`src/rtl/spi_burst_ram_pkg.sv`:
```
// Shared opcode encodings and frame-width helper for the SPI burst RAM slice.
package spi_ram_pkg;

  localparam logic [1:0] OP_WR_ADDR = 2'b00;
  localparam logic [1:0] OP_WR_DATA = 2'b01;
  localparam logic [1:0] OP_RD_ADDR = 2'b10;
  localparam logic [1:0] OP_RD_DATA = 2'b11;

  // A frame carries the 2-bit opcode above the payload.
  function automatic int frame_w(input int data_w);
    return data_w + 2;
  endfunction

endpackage

```
`src/rtl/spi_burst_ram_if.sv`:
```
// Frame/response bundle between the SPI slave front end and the burst RAM.
interface spi_burst_ram_if #(
  parameter int DATA_W = 8
) ();
  import spi_ram_pkg::*;

  logic [frame_w(DATA_W)-1:0] din;
  logic                       rx_valid;
  logic [DATA_W-1:0]          dout;
  logic                       tx_valid;
  logic                       wrap;
  logic                       wrap_clr;

  modport master (
    output din, rx_valid, wrap_clr,
    input  dout, tx_valid, wrap
  );

  modport slave (
    input  din, rx_valid, wrap_clr,
    output dout, tx_valid, wrap
  );
endinterface

```
`src/rtl/spi_burst_ram_array.sv`:
```
// Single-port-style storage: one write port, one enabled registered read port.
// Out-of-range addresses drop writes and read back as zero.
module sp_ram_array #(
  parameter int DATA_W    = 8,
  parameter int ADDR_W    = 8,
  parameter int MEM_DEPTH = 256
) (
  input  logic              clk,
  input  logic              rst_n,
  input  logic              we_i,
  input  logic [ADDR_W-1:0] waddr_i,
  input  logic [DATA_W-1:0] wdata_i,
  input  logic              re_i,
  input  logic [ADDR_W-1:0] raddr_i,
  output logic [DATA_W-1:0] rdata_o
);

  localparam int IDX_W = (MEM_DEPTH > 1) ? $clog2(MEM_DEPTH) : 1;
  localparam logic [ADDR_W:0] DEPTH_L = (ADDR_W+1)'(MEM_DEPTH);

  logic [DATA_W-1:0] mem [MEM_DEPTH];
  logic [DATA_W-1:0] rdata_q;
  logic              w_ok;
  logic              r_ok;

  assign w_ok = ({1'b0, waddr_i} < DEPTH_L);
  assign r_ok = ({1'b0, raddr_i} < DEPTH_L);

  always_ff @(posedge clk) begin
    if (we_i && w_ok) begin
      mem[waddr_i[IDX_W-1:0]] <= wdata_i;
    end
  end

  // Only the output register is reset; the array itself keeps its contents.
  always_ff @(posedge clk) begin
    if (!rst_n) begin
      rdata_q <= '0;
    end else if (re_i) begin
      rdata_q <= r_ok ? mem[raddr_i[IDX_W-1:0]] : '0;
    end
  end

  assign rdata_o = rdata_q;

endmodule

```
`src/rtl/spi_burst_ram.sv`:
```
// Command-decoding burst RAM: shift-loaded write/read pointers with optional
// post-increment, registered read data with a one-cycle tx_valid pulse.
module spi_burst_ram
  import spi_ram_pkg::*;
#(
  parameter int DATA_W    = 8,
  parameter int ADDR_W    = 8,
  parameter int MEM_DEPTH = 256,
  parameter int AUTO_INC  = 1
) (
  input logic            clk,
  input logic            rst_n,
  spi_burst_ram_if.slave bus
);

  localparam logic [ADDR_W:0] LAST = (ADDR_W+1)'(MEM_DEPTH - 1);

  logic [1:0]        op;
  logic [DATA_W-1:0] payload;
  logic [ADDR_W-1:0] wr_ptr_q, wr_ptr_d;
  logic [ADDR_W-1:0] rd_ptr_q, rd_ptr_d;
  logic              tx_valid_q, tx_valid_d;
  logic              wrap_q, wrap_d;
  logic              wrap_set;
  logic              wr_wrap, rd_wrap;
  logic              we, re;
  logic [DATA_W-1:0] rdata;

  assign op      = bus.din[DATA_W+1:DATA_W];
  assign payload = bus.din[DATA_W-1:0];

  // MSB-first shift: the old pointer moves up by one payload width.
  function automatic logic [ADDR_W-1:0] shift_load(input logic [ADDR_W-1:0] p,
                                                   input logic [DATA_W-1:0] pl);
    logic [ADDR_W+DATA_W-1:0] cat;
    cat = {p, pl};
    return cat[ADDR_W-1:0];
  endfunction

  // Returns {wrapped, next}; anything at or past the last word wraps to 0.
  function automatic logic [ADDR_W:0] advance(input logic [ADDR_W-1:0] p);
    if (AUTO_INC == 0) begin
      return {1'b0, p};
    end else if ({1'b0, p} >= LAST) begin
      return {1'b1, {ADDR_W{1'b0}}};
    end else begin
      return {1'b0, p + 1'b1};
    end
  endfunction

  always_comb begin
    wr_ptr_d   = wr_ptr_q;
    rd_ptr_d   = rd_ptr_q;
    tx_valid_d = 1'b0;
    wr_wrap    = 1'b0;
    rd_wrap    = 1'b0;
    we         = 1'b0;
    re         = 1'b0;
    if (bus.rx_valid) begin
      case (op)
        OP_WR_ADDR: wr_ptr_d = shift_load(wr_ptr_q, payload);
        OP_WR_DATA: begin
          we = 1'b1;
          {wr_wrap, wr_ptr_d} = advance(wr_ptr_q);
        end
        OP_RD_ADDR: rd_ptr_d = shift_load(rd_ptr_q, payload);
        OP_RD_DATA: begin
          re         = 1'b1;
          tx_valid_d = 1'b1;
          {rd_wrap, rd_ptr_d} = advance(rd_ptr_q);
        end
        default: ;
      endcase
    end
    wrap_set = wr_wrap | rd_wrap;
    // A new wrap event takes priority over a simultaneous clear.
    wrap_d = wrap_set ? 1'b1 : (bus.wrap_clr ? 1'b0 : wrap_q);
  end

  always_ff @(posedge clk) begin
    if (!rst_n) begin
      wr_ptr_q   <= '0;
      rd_ptr_q   <= '0;
      tx_valid_q <= 1'b0;
      wrap_q     <= 1'b0;
    end else begin
      wr_ptr_q   <= wr_ptr_d;
      rd_ptr_q   <= rd_ptr_d;
      tx_valid_q <= tx_valid_d;
      wrap_q     <= wrap_d;
    end
  end

  sp_ram_array #(
    .DATA_W   (DATA_W),
    .ADDR_W   (ADDR_W),
    .MEM_DEPTH(MEM_DEPTH)
  ) u_ram (
    .clk    (clk),
    .rst_n  (rst_n),
    .we_i   (we),
    .waddr_i(wr_ptr_q),
    .wdata_i(payload),
    .re_i   (re),
    .raddr_i(rd_ptr_q),
    .rdata_o(rdata)
  );

  assign bus.dout     = rdata;
  assign bus.tx_valid = tx_valid_q;
  assign bus.wrap     = wrap_q;

endmodule

```
`src/flat_wrapper.sv`:
```
// flat-port wrapper written by rule: the top's interface ports become plain ports
module spi_burst_ram_flat import spi_ram_pkg::*;
#(
  parameter int DATA_W    = 8,
  parameter int ADDR_W    = 8,
  parameter int MEM_DEPTH = 256,
  parameter int AUTO_INC  = 1
)
  (clk, rst_n, bus_din, bus_rx_valid, bus_wrap_clr, bus_dout, bus_tx_valid, bus_wrap);
  spi_burst_ram_if #(.DATA_W(DATA_W)) bus_i ();
  input logic clk;
  input logic rst_n;
  input wire logic [$bits(bus_i.din)-1:0] bus_din;
  input wire logic [$bits(bus_i.rx_valid)-1:0] bus_rx_valid;
  input wire logic [$bits(bus_i.wrap_clr)-1:0] bus_wrap_clr;
  output wire logic [$bits(bus_i.dout)-1:0] bus_dout;
  output wire logic [$bits(bus_i.tx_valid)-1:0] bus_tx_valid;
  output wire logic [$bits(bus_i.wrap)-1:0] bus_wrap;
  assign bus_i.din = bus_din;
  assign bus_i.rx_valid = bus_rx_valid;
  assign bus_i.wrap_clr = bus_wrap_clr;
  assign bus_dout = bus_i.dout;
  assign bus_tx_valid = bus_i.tx_valid;
  assign bus_wrap = bus_i.wrap;
  spi_burst_ram #(.DATA_W(DATA_W), .ADDR_W(ADDR_W), .MEM_DEPTH(MEM_DEPTH), .AUTO_INC(AUTO_INC)) u_core (.clk(clk), .rst_n(rst_n), .bus(bus_i));
endmodule
```
`config.mk`:
```
export PLATFORM = sky130hd
export DESIGN_NAME = spi_burst_ram_flat
export DESIGN_NICKNAME = d
export VERILOG_FILES = /design/src/rtl/spi_burst_ram_pkg.sv /design/src/rtl/spi_burst_ram_if.sv /design/src/rtl/spi_burst_ram_array.sv /design/src/rtl/spi_burst_ram.sv /design/src/flat_wrapper.sv
export SDC_FILE = /design/constraint.sdc
export NUM_CORES = 2
export LEC_CHECK = 0
export ABC_CLOCK_PERIOD_IN_PS = 2800
export BUFFER_PORTS_ARGS = -buffer_cell sky130_fd_sc_hd__buf_2
export CORE_MARGIN = 2
export CORE_UTILIZATION = 28
export DETAILED_ROUTE_END_ITERATION = 6
export PLACE_DENSITY = 0.48
export SKIP_LAST_GASP = 1
export SLEW_MARGIN = 10
export SYNTH_ARGS = -nofsm -noshare
export SYNTH_HDL_FRONTEND = slang
export SYNTH_SLANG_ARGS = --single-unit
```
`constraint.sdc`:
```
create_clock -name clk -period 2.8 [get_ports clk]
set_input_delay 0.14 -clock clk [delete_from_list [all_inputs] [get_ports clk]]
set_output_delay 0.14 -clock clk [all_outputs]
set_load 0.02 [all_outputs]
```
======== Yosys cells after proc, flatten, opt, wreduce, memory -nomap -nowiden ========
Memories as Yosys holds them, arrays and structs flattened. A register that Yosys moved wholly into a read port is not among the register bits.
Index checks and enable logic that the tools add are counted.
word-level totals
  word-level logic and storage cells ...... 36
  memory bits (writable) .................. 2,048
  memories kept ........................... 1
  input port bits ......................... 14
  output and inout bits ................... 10
  bits in registers ....................... 18
operators by class
  reduce and logical (&&, ||, !) cells .... 7
  eq/ne operators ......................... 3
  order comparisons ....................... 2
  add/subtract/negate cells ............... 2
  bitwise logic cells ..................... 1
  mux-type cells .......................... 16
memories
  name              words  width  rd ports  clocked after Yosys merged registers in  wr ports  line                       RTL
  u_core.u_ram.mem  256    8      1         1                                        1         spi_burst_ram_array.sv:21  logic [DATA_W-1:0] mem [MEM_DEPTH];
operator list
  kind                 count
  $pmux 8 s2           2
  $mux 9               2
  $add 8x1->8 const B  2
  $ge 8x8->1 const B   2
  $mux 1               12
  $reduce_bool 2->1    3
  $eq 2x2->1 const B   2
  $reduce_and 2->1     2
  $eq 2x1->1 const B   1
  $logic_not 2->1      1
  $logic_not 1->1      1
  $or 1x1->1           1

======== Depth between registers and ports, before layout ========
  depth after elaboration ................. 6
  mapped depth ............................ 12
  gate-level depth less buffers ........... 8

======== By module ========
Synthesis repeated with hierarchy kept, for this count alone.
second synthesis, totals
  cell total of the unflattened synthesis .. 4,082
  area, all modules ....................... 81,894.8 um^2
modules (own cells, without submodules)
  module         instances  cells each  sequential area each (um^2)  area an instance (um^2)
  sp_ram_array   1          3,939       61,659.1                     80,782.5
  spi_burst_ram  1          143         360.3                        1,112.3

======== Worst setup path after synthesis ========
Ideal clock, no wire load.
  kind .................................... reg2reg
  from .................................... register u_core.rd_ptr_q[0]
  to ...................................... register u_core.u_ram.rdata_q[2], in the netlist u_core.u_ram.rdata_o[2], read port of u_core.u_ram.mem
  period minus slack after synthesis ...... 2,127 ps
  path buffers ............................ 2
  cell stages (with the launch flop) ...... 9
  library setup time ...................... 121 ps
  setup slack ............................. 673 ps
  data required time ...................... 2,679 ps
  arrival ................................. 2,005 ps
  cells stage by stage .................... dfxtp_1 -> buf_6 -> buf_2 -> mux4_2 -> mux4_2 -> nor2_1 -> a31oi_1 -> nand4_1 -> nand3_1
RTL lines
  what                    line                       RTL
  from (decl)             spi_burst_ram.sv:21        logic [ADDR_W-1:0] rd_ptr_q, rd_ptr_d;
  from (signal assigned)  spi_burst_ram.sv:88        rd_ptr_q <= rd_ptr_d;
  to (decl)               spi_burst_ram_array.sv:22  logic [DATA_W-1:0] rdata_q;

==> results.txt <==
Seq/Total Area, Yosys: 0.7646
Fillers: 27100
Post-synth top flop: edfxtp_1
Vias in the first global route: 43470
Largest family of logic cells by synthesized area: multiplexers
Mapped Area: 81120 um^2
Die height: 542.2 um
Final min period: 2.824 ns
Sink Count: 2074
Worst-margin pin slew: 1.073 ns
Min-delay src: bus_din[1]
Critical path class: reg2reg
Violated checks: setup timing
GRT overflow: 0
Post-route ant nets: 0
Reg2Reg Depth: 12
Number of enable flip-flop cells after synthesis: 2048
Yosys warnings: 0
Crit path required time: 3.51 ns
Most common cell after layout, fill and taps aside: edfxtp_1
Worst path max stage delay: 0.44 ns
Highest metal used: met4
Final Hold Viols: 0
Routed WL: 229800 um
Worst skew pair latency: 0.86 ns
Yosys top cell by area: edfxtp_1
Post-synthesis simple-gate area fraction: 0.03199
DR vias: 42530
Endpoints failing setup: 2
Post-synthesis compound-gate area fraction: 0.04260
Pwr Density: 672.4 nW/um^2
WHS Endpoint: u_core.u_ram.mem[175][1]$_DFFE_PP_
Final setup margin: -0.02382 ns
Yosys cell types: 61
Layout cells sized above 1: 0.2720
Ys async rst share: 0
Ports: 24
Metal2 WL: 110500 um
Peak supply drop: 0.0006971 V
Largest net degree at the start of global routing: 89
Most frequent cells in the layout: 2048 x edfxtp_1, 533 x buf_4, 388 x mux2i_1
DIE WIDTH: 542.2 um
WL/cell: 26.15 um
Post-Synth Adder-Cell Area: 0.0007712
Drt pass-1 iters: 5
Slew Limit Fails: 0
Core area: 288100 um^2
FF-to-FF End: u_core.u_ram.rdata_o[2]$_SDFFE_PN0P_
Max Cap Viol: 0
Top cell by count, worst path: buf_4
Worst hold slack: 0.3057 ns
Post-route clock skew: 0.04756 ns
Headroom to the max-slew limit: 0.2820
Kind of cell adding the most delay to the critical path: buffers and inverters
Synth top area share: 0.7581
Clock transition at the registers of the reported paths: 0.06 ns
#FFs+latches synth: 2074
Register area: 62030 um^2
RePlAce Congestion: 0.8410
Synth area leaders: edfxtp_1 76%, mux4_2 9.2%, mux2i_1 4.8%
Startpoint class of the critical path: flop
Worst path bufs/invs: 6
Mean post-synth cell area: 19.41 um^2
Met3 routed WL: 10210 um
I/O Buffers: 23
Max Freq: 0.3541 GHz
Drt via density: 4.840
CTS tree: yes
Antenna violations before repair: 11
Htree depth: 4
Initial core utilization: 0.2815
Root Driver: clkbuf_16
Tcrit/Tclk final: 1.009
Critical path depth in cells: 12
XOR/XNOR Fraction of Synth Area: 0.0001080
RSZ-0062 raised after global routing: yes
DPL Wire Length: 147300 um
DRT iter0 DRCs: 4007
Num CTS Buffers: 216
Crit. End Element: flop
Die area: 294000 um^2
FP Rows: 197
CTS max path bufs: 3
Remaining routing DRC violations: 0
Hold Path Depth: 2
Metal1 wirelength: 103400 um
Area occupied by multi-input gates: 17870 um^2
Reg2reg setup slack: -0.02 ns
Crit-path slowest cell: a211oi_1
Post-layout nets: 4837
Synthesized net count: 4199
Area Growth Syn to Fin: 20.83%
Min-Delay Path Class: in2reg
Leak: 30.67 nW
Post-synthesis cell count: 4180
Mux share of post-synthesis cell area: 0.1408
Status: finished, violations left
Worst-path cell chain: buf_12, buf_4, inv_2, nand2_1, buf_4, buf_4, o22ai_1, a211oi_1, a221oi_2, buf_4, nand4_1, nand3_1
Reg2reg start: u_core.rd_ptr_q[0]$_SDFFE_PN0P_
Worst EP arrival: 3.53 ns
Total GRT Usage: 0.1543
CP max FO: 14
First-pass GRT wire length: 327400 um
Place WS: -0.3923 ns
-- per-layer routing --
| layer | global-route usage | up-vias |
|---|---|---|
| met3 | 0.02171 | 292 |
| met5 | 0 | - |
| met2 | 0.2525 | 1098 |
| met1 | 0.2142 | 22690 |
| met4 | 0.04163 | 0 |
| li1 | - | 18460 |
-- cell usage after synthesis, drive strengths merged (3+ instances only) --
library cell  number
nand2b             8
buf              154
nor2             301
clkbuf           105
inv                8
a221oi            52
nor2b             18
a22oi             45
nand2            166
a211o              7
o22ai             88
nor3              19
o21ai             77
a21boi             5
nand3b             3
a211oi            41
o31ai             16
a21oi             67
and2               6
a41oi              7
edfxtp          2048
and3              27
dfxtp             26
o22a               7
mux2i            393
o221ai            59
nand3             29
a31oi             19
ha                 5
nor3b              4
or2                4
nand4             16
mux4             332
-- worst max path at each step --
stage                               startpoint                                    to  slack (ns)
5_1_grt        u_core.rd_ptr_q[0]$_SDFFE_PN0P_  u_core.u_ram.rdata_o[5]$_SDFFE_PN0P_        -0.1
4_1_cts        u_core.rd_ptr_q[0]$_SDFFE_PN0P_  u_core.u_ram.rdata_o[2]$_SDFFE_PN0P_       -0.03
3_3_place_gp   u_core.rd_ptr_q[0]$_SDFFE_PN0P_  u_core.u_ram.rdata_o[5]$_SDFFE_PN0P_       -0.38
6_report       u_core.rd_ptr_q[0]$_SDFFE_PN0P_  u_core.u_ram.rdata_o[2]$_SDFFE_PN0P_       -0.02
2_1_floorplan  u_core.rd_ptr_q[0]$_SDFFE_PN0P_  u_core.u_ram.rdata_o[2]$_SDFFE_PN0P_        0.67
3_5_place_dp   u_core.rd_ptr_q[1]$_SDFFE_PN0P_  u_core.u_ram.rdata_o[5]$_SDFFE_PN0P_       -0.39
-- stage by stage --
stage,total power [mW],utilization,setup TNS (ns),instances,instance area [um^2]
finish,65.91,0.3402,-0.03684,8788,98010
global route,67.89,0.3402,-0.3833,8788,98010
CTS,66.54,0.3392,-0.05837,8773,97740
detailed placement,38.43,0.3121,-1.286,8315,89930
global placement,38.41,0.3121,-1.348,8315,89930
floorplan,36.60,-,0,4180,81120
-- registers in the layout, indices dropped and copies added (netlist names) --
register              cells
u_core.wr_ptr_q           8
u_core.bus.tx_valid       1
u_core.u_ram.rdata_o      8
u_core.rd_ptr_q           8
u_core.bus.wrap           1
u_core.u_ram.mem       2048
-- report_power, final --
part           switching [mW]  total [mW]  leakage, nW  internal (mW)
Combinational            2.25        3.81         8.74           1.56
Sequential             0.0373        34.1         18.6           34.1
Clock                    12.2        27.9         3.32           15.7
Total                    14.5        65.9         30.7           51.4
-- logic make-up (layout without fill, tap and decap cells) --
group | count (synthesis) | in the layout
DFF | 2074 | 2074
muxes | 726 | 726
and+or+nand+nor | 607 | 607
AOI/OAI and AO/OA | 500 | 500
buffers and inverters | 267 | 1091
adders and majority gates | 5 | 5
xor gates and xnor gates | 1 | 1
other | 0 | 3
-- what timing repair did --
action	in CTS	in global routing
setup endpoints to repair	8	9
hold buffers	17	0
gates resized for setup	57	38
setup buffers	32	12
gates cloned	7	0
endpoints found under the hold margin	845	0
pin swaps	10	12
-- area by class of cell --
class | instances | area share
Antenna cell | 3 | 0.00007659
Clock buffer | 276 | 0.05785
Clock inverter | 128 | 0.01217
Multi-Input combinational cell | 1839 | 0.1823
Tap cell | 3781 | 0.04827
Timing Repair Buffer | 679 | 0.06610
Inverter | 8 | 0.0003319
Sequential cell | 2074 | 0.6329
(Power assumes the default switching activity.)
